### src/rtl/pci_bus_arbiter_if.sv
// Arbitration bundle for the PCI arbiter: REQ#/GNT# lines, FRAME#/IRDY# and ownership status.
// "master" is the initiator side, "slave" is the arbiter side.
interface pci_bus_arbiter_if #(
  parameter int NUM_MASTERS = 4,
  parameter int OWN_W       = $clog2(NUM_MASTERS)
);
  logic [NUM_MASTERS-1:0] req_n;
  logic                   frame_n;
  logic                   irdy_n;
  logic [NUM_MASTERS-1:0] gnt_n;
  logic [OWN_W-1:0]       owner;
  logic                   owner_vld;
  logic                   bus_idle;

  modport master (
    output req_n, frame_n, irdy_n,
    input  gnt_n, owner, owner_vld, bus_idle
  );

  modport slave (
    input  req_n, frame_n, irdy_n,
    output gnt_n, owner, owner_vld, bus_idle
  );
endinterface

### src/rtl/pci_bus_arbiter.sv
// Round-robin PCI bus arbiter with grant timeout, latency-timer preemption and turnaround.
// Define PCI_ARB_PARK_EN to park the idle grant on master 0.
module pci_bus_arbiter #(
  parameter int NUM_MASTERS = 4,
  parameter int GNT_TIMEOUT = 16,
  parameter int OWN_W       = $clog2(NUM_MASTERS)
) (
  input  logic              clk,
  input  logic              reset_n,
  pci_bus_arbiter_if.slave  bus
);

`ifdef PCI_ARB_PARK_EN
  localparam bit PARK_EN = 1'b1;
`else
  localparam bit PARK_EN = 1'b0;
`endif

  localparam int TMR_W = $clog2(GNT_TIMEOUT);
  localparam logic [TMR_W-1:0] TMR_LAST = TMR_W'(GNT_TIMEOUT - 1);

  typedef enum logic [1:0] {IDLE, GRANT, BUSY, TURN} state_t;

  state_t                 state, state_nxt;
  logic [NUM_MASTERS-1:0] gnt_n, gnt_n_nxt;
  logic [OWN_W-1:0]       rr_ptr, rr_ptr_nxt;
  logic [OWN_W-1:0]       owner, owner_nxt;
  logic                   owner_vld, owner_vld_nxt;
  logic                   bus_idle;
  logic [TMR_W-1:0]       timer, timer_nxt;

  logic [OWN_W-1:0]       winner, cand;
  logic                   any_req;
  logic [NUM_MASTERS-1:0] owner_oh, grant_vec;
  logic                   others_req, park_break;

  // Walk from the highest offset down so the requester closest to rr_ptr is kept last.
  always_comb begin
    winner  = '0;
    cand    = '0;
    any_req = 1'b0;
    for (int i = NUM_MASTERS - 1; i >= 0; i--) begin
      cand = OWN_W'((int'(rr_ptr) + i) % NUM_MASTERS);
      if (!bus.req_n[cand]) begin
        winner  = cand;
        any_req = 1'b1;
      end
    end
  end

  assign owner_oh   = NUM_MASTERS'(1) << owner;
  assign grant_vec  = ~(NUM_MASTERS'(1) << winner);
  assign others_req = |(~bus.req_n & ~owner_oh);
  assign park_break = |(~bus.req_n[NUM_MASTERS-1:1]);

  always_comb begin
    state_nxt     = state;
    gnt_n_nxt     = gnt_n;
    rr_ptr_nxt    = rr_ptr;
    owner_nxt     = owner;
    owner_vld_nxt = owner_vld;
    timer_nxt     = timer;
    unique case (state)
      IDLE: begin
        // In IDLE a low gnt_n[0] can only mean the grant is parked.
        if (PARK_EN && !gnt_n[0] && !bus.frame_n) begin
          state_nxt     = BUSY;
          owner_nxt     = '0;
          owner_vld_nxt = 1'b1;
        end else if (PARK_EN && !gnt_n[0] && park_break) begin
          gnt_n_nxt = '1;
        end else if (any_req && bus_idle) begin
          state_nxt  = GRANT;
          gnt_n_nxt  = grant_vec;
          owner_nxt  = winner;
          rr_ptr_nxt = (winner == OWN_W'(NUM_MASTERS - 1)) ? '0 : winner + 1'b1;
          timer_nxt  = '0;
        end else if (PARK_EN && bus_idle) begin
          gnt_n_nxt = {{(NUM_MASTERS-1){1'b1}}, 1'b0};
          owner_nxt = '0;
        end
      end
      GRANT: begin
        if (!bus.frame_n) begin
          state_nxt     = BUSY;
          owner_vld_nxt = 1'b1;
        end else if (bus.req_n[owner] || timer == TMR_LAST) begin
          state_nxt = IDLE;
          gnt_n_nxt = '1;
        end else begin
          timer_nxt = timer + 1'b1;
        end
      end
      BUSY: begin
        if (bus.frame_n && bus.irdy_n) begin
          state_nxt     = TURN;
          gnt_n_nxt     = '1;
          owner_vld_nxt = 1'b0;
        end else if (others_req || bus.req_n[owner]) begin
          gnt_n_nxt = '1;
        end
      end
      TURN: begin
        state_nxt = IDLE;
        gnt_n_nxt = '1;
      end
    endcase
  end

  always_ff @(posedge clk or negedge reset_n) begin
    if (!reset_n) begin
      state     <= IDLE;
      gnt_n     <= '1;
      rr_ptr    <= '0;
      owner     <= '0;
      owner_vld <= 1'b0;
      bus_idle  <= 1'b1;
      timer     <= '0;
    end else begin
      state     <= state_nxt;
      gnt_n     <= gnt_n_nxt;
      rr_ptr    <= rr_ptr_nxt;
      owner     <= owner_nxt;
      owner_vld <= owner_vld_nxt;
      bus_idle  <= bus.frame_n & bus.irdy_n;
      timer     <= timer_nxt;
    end
  end

  assign bus.gnt_n     = gnt_n;
  assign bus.owner     = owner;
  assign bus.owner_vld = owner_vld;
  assign bus.bus_idle  = bus_idle;

endmodule

### src/flat_wrapper.sv
// flat-port wrapper written by rule: the top's interface ports become plain ports
module pci_bus_arbiter_flat 
#(
  parameter int NUM_MASTERS = 4,
  parameter int GNT_TIMEOUT = 16,
  parameter int OWN_W       = $clog2(NUM_MASTERS)
)
  (clk, reset_n, bus_req_n, bus_frame_n, bus_irdy_n, bus_gnt_n, bus_owner, bus_owner_vld, bus_bus_idle);
  pci_bus_arbiter_if #(.NUM_MASTERS(NUM_MASTERS), .OWN_W(OWN_W)) bus_i ();
  input  logic clk;
  input  logic reset_n;
  input wire logic [$bits(bus_i.req_n)-1:0] bus_req_n;
  input wire logic [$bits(bus_i.frame_n)-1:0] bus_frame_n;
  input wire logic [$bits(bus_i.irdy_n)-1:0] bus_irdy_n;
  output wire logic [$bits(bus_i.gnt_n)-1:0] bus_gnt_n;
  output wire logic [$bits(bus_i.owner)-1:0] bus_owner;
  output wire logic [$bits(bus_i.owner_vld)-1:0] bus_owner_vld;
  output wire logic [$bits(bus_i.bus_idle)-1:0] bus_bus_idle;
  assign bus_i.req_n = bus_req_n;
  assign bus_i.frame_n = bus_frame_n;
  assign bus_i.irdy_n = bus_irdy_n;
  assign bus_gnt_n = bus_i.gnt_n;
  assign bus_owner = bus_i.owner;
  assign bus_owner_vld = bus_i.owner_vld;
  assign bus_bus_idle = bus_i.bus_idle;
  pci_bus_arbiter #(.NUM_MASTERS(NUM_MASTERS), .GNT_TIMEOUT(GNT_TIMEOUT), .OWN_W(OWN_W)) u_core (.clk(clk), .reset_n(reset_n), .bus(bus_i));
endmodule
### config.mk
export PLATFORM = sky130hd
export DESIGN_NAME = pci_bus_arbiter_flat
export DESIGN_NICKNAME = d
export VERILOG_FILES = /design/src/rtl/pci_bus_arbiter_if.sv /design/src/rtl/pci_bus_arbiter.sv /design/src/flat_wrapper.sv
export SDC_FILE = /design/constraint.sdc
export NUM_CORES = 1
export LEC_CHECK = 0
export CAP_MARGIN = 25
export CELL_PAD_IN_SITES_DETAIL_PLACEMENT = 0
export CELL_PAD_IN_SITES_GLOBAL_PLACEMENT = 1
export CORE_MARGIN = 1
export CORE_UTILIZATION = 42
export DETAILED_ROUTE_END_ITERATION = 8
export HOLD_SLACK_MARGIN = 0.08
export PLACE_DENSITY = 0.92
export REMOVE_ABC_BUFFERS = 1
export SYNTH_ARGS = -nofsm -noshare
export SYNTH_HDL_FRONTEND = slang
export SYNTH_SLANG_ARGS = --single-unit
### constraint.sdc
create_clock -name clk -period 5.05 [get_ports clk]
set_clock_uncertainty 0.15 [all_clocks]
set_input_delay 1.2625 -clock clk [delete_from_list [all_inputs] [get_ports clk]]
set_output_delay 1.2625 -clock clk [all_outputs]
set_load 0.02 [all_outputs]
==> flow_metrics.py <==
metrics = {
    "status": {
        "status": "finished clean",
    },
    "layout": {
        "area_delta_synth_final_pct": 21.7,
        "antenna_cells": 0,
        "mostFrequentLayoutCells": "nand2_1, clkdlybuf4s50_1, dfrtp_1, nor2_1, o21ai_0",
        "stdcell_area_um2": 1120,
        "nets": 128,
        "final.fill_count": 183,
        "drive_gt1_share_pct": 11.4,
    },
    "setup_path": {
        "crit_chain": "clkdlybuf4s50_1, nand2_1, o21ai_0, nor2_1, a211oi_1, a21oi_2, mux2_1",
        "cp.required_ps": 5110,
        "r2r-end": "u_core.bus.gnt_n[3]$_DFFE_PN1P_",
        "crit_path_end_kind": "flop",
        "r2r_cells": 6,
        "startpoint_type": "input pin",
        "crit_arrival_ps": 3100,
        "max_stage_delay_ps": 600,
        "timing.rr.start": "u_core.bus.owner[1]$_DFFE_PN0P_",
        "r2r_slack_ps": 3120,
        "worstPathMaxFanout": 7,
        "crit_type": "input pin to flop",
        "slowest_stage": "clkdlybuf4s50_1",
    },
    "clocking": {
        "cts_tree": "built",
        "cts_buffers": 3,
        "ctsHoldBuffers": 0,
        "clk_path_buf_depth": 2,
        "cts.clk_slew.worst_paths_ps": 100,
        "root_buffer": "clkbuf_4",
        "cts.sink_count": 16,
        "post_cts_buffers": 0,
        "cts_resized": 0,
        "h-tree-depth": 1,
        "clock_latency_ps": 290,
    },
    "synthesis": {
        "synthArstFlopShare_pct": 100,
        "synth.cell_area_um2": 923,
        "netlist_instances": 97,
        "avgSynthCellArea_um2": 9.52,
        "yosysSeqAreaShare_pct": 44.0,
        "synth_edf_count": 0,
        "yosysWarnings": 0,
        "yosys.cell_types.count": 29,
        "synth_seq_cells": 16,
        "ys.flop_type": "dfrtp_1",
    },
    "die": {
        "core_area_um2": 2020,
        "fp.dieArea_um2": 2390,
        "dieHeight_um": 48.9,
        "io_pins": 16,
        "start_util_pct": 45.7,
        "num_rows": 16,
        "fp.dieW_um": 48.9,
    },
    "power_and_ir_drop": {
        "seq_power_share_pct": 41.3,
        "power.share.combinational_pct": 45.9,
        "intPower_mw": 0.334,
        "ir_worst_vdd_uv": 273,
        "power_density_nw_per_um2": 497,
        "fin_total_pwr_mw": 0.559,
        "swShare_pct": 40.3,
        "p_clk_share_pct": 12.8,
        "power_leakage_nw": 0.481,
        "netSwitchingPower_mw": 0.225,
    },
    "global_routing": {
        "grt_pass1_wl_um": 3130,
        "antenna_found_initial": 0,
        "grt_pass1_vias": 716,
        "grt_overflow": 0,
        "grt_util_all_layers_pct": 17.2,
        "grt_max_degree": 17,
    },
    "sta": {
        "relSlewSlack_pct": 52.5,
        "worst_pin_slew_ps": 711,
        "fin_tns_setup_ps": 0,
        "slew_violations": 0,
        "rsz0062_at_grt": "false",
        "clock.fmax_mhz": 329,
        "period_share_pct": 60.2,
        "period_minus_slack_ps": 3040,
        "finalSetupViolations": 0,
        "hold_viol": 0,
    },
    "worst_hold_path": {
        "holdPathStages": 1,
        "hold_end": "u_core.timer[0]$_DFFE_PN0P_",
        "hp-start": "u_core.timer[0]$_DFFE_PN0P_",
        "hold_path_class": "flop to flop",
    },
    "drt": {
        "initialDrtViolationCount": 12,
        "post_drt_wl_per_cell_um": 11.8,
        "drt-total-wl_um": 1660,
        "num_vias": 727,
        "dr.pass1.iters": 4,
        "drc": 0,
        "ant_nets": 0,
        "viasPerCell": 5.16,
    },
    "place": {
        "io_buffer_count": 15,
        "dp_hpwl_um": 1270,
        "placed_cell_area_um2": 1100,
        "globalplace.congestion": 0.804,
    },
    "job": {
        "maxCapViolations": 0,
    },
}
[cell type report]
type / count / area (um2) / area share, %
flip-flops and latches: 16 / 407 / 36.2
repair buffers: 15 / 150 / 13.4
multi-input cells: 73 / 484 / 43.1
inverters: 6 / 22.5 / 2.00
clock buffers: 4 / 26.3 / 2.34
well taps: 27 / 33.8 / 3.01
[routing by layer]
| layer | up-vias | track usage [%] | routed length [um] |
|---|---|---|---|
| li1 | 375 | - | - |
| met1 | 334 | 22.2 | 824 |
| met2 | 13 | 27.5 | 748 |
| met3 | 5 | 4.05 | 59 |
| met4 | 0 | 7.35 | 29 |
| met5 | - | 0 | 0 |
[flip-flops by register name (all words and copies together) (netlist names), named ones only]
name,flops
u_core.bus.gnt_n,4
u_core.timer,4
u_core.bus.owner,2
u_core.rr_ptr,2
u_core.bus.bus_idle,1
u_core.bus.owner_vld,1
u_core.state,1
[cell usage after synthesis, types with 2 or more instances]
library cell	n	area, um2
nand2_1	15	56.3
dfrtp_1	11	275
nor2_1	8	30.0
o21ai_0	8	40.0
inv_1	6	22.5
dfstp_2	5	131
ha_1	5	62.6
nand3_1	5	25.0
a21oi_1	4	20.0
mux2_1	4	45.0
mux2_2	3	33.8
mux2i_1	3	30.0
buf_2	2	10.0
nand2b_1	2	12.5
nand4_1	2	12.5
[power by group through the flow]
stage / logic [mW] / clock network [mW] / registers (mW)
after floorplan: 0.147 / 0 / 0.252
after global placement: 0.254 / 0 / 0.232
after detailed placement: 0.258 / 0 / 0.234
after CTS: 0.260 / 0.0734 / 0.231
after global routing: 0.290 / 0.0826 / 0.242
final: 0.257 / 0.0716 / 0.231
[cell families after synthesis]
kind of cell               after synthesis  synth area share, %
adders and majority gates                5                 6.78
buffers and inverters                    8                 3.52
muxes                                   10                 11.8
AOI/OAI and AO/OA                       21                 15.4
DFF                                     16                 44.0
and+or+nand+nor                         37                 18.4
[through the flow]
| stage | instances | hold slack [ps] | util [%] | setup slack [ps] |
|---|---|---|---|---|
| after floorplan | 95 | 329 | - | 2480 |
| after global placement | 137 | 344 | 54.3 | 1730 |
| after detailed placement | 137 | 352 | 54.3 | 1750 |
| after CTS | 141 | 366 | 55.6 | 2030 |
| after global routing | 141 | 372 | 55.6 | 1930 |
| final | 141 | 358 | 55.6 | 2010 |
[worst max-delay path: cells and delay by family]
kind / cells / cell delay (ps)
and+or+nand+nor: 2 / 170
muxes: 1 / 330
buffers and inverters: 1 / 600
AOI/OAI and AO/OA: 3 / 730
[how the worst max path moves through the flow]
stage / startpoint / to / slack (ps)
3_3_place_gp: bus_req_n[2] / u_core.bus.gnt_n[2]$_DFFE_PN1P_ / 1730
2_1_floorplan: bus_req_n[2] / u_core.bus.gnt_n[0]$_DFFE_PN1P_ / 2480
3_5_place_dp: bus_req_n[2] / u_core.bus.gnt_n[3]$_DFFE_PN1P_ / 1750
4_1_cts: bus_req_n[2] / u_core.bus.gnt_n[3]$_DFFE_PN1P_ / 2030
6_report: bus_req_n[2] / u_core.bus.gnt_n[3]$_DFFE_PN1P_ / 2010
5_1_grt: bus_req_n[2] / u_core.bus.gnt_n[1]$_DFFE_PN1P_ / 1930
(Power assumes the default switching activity.)
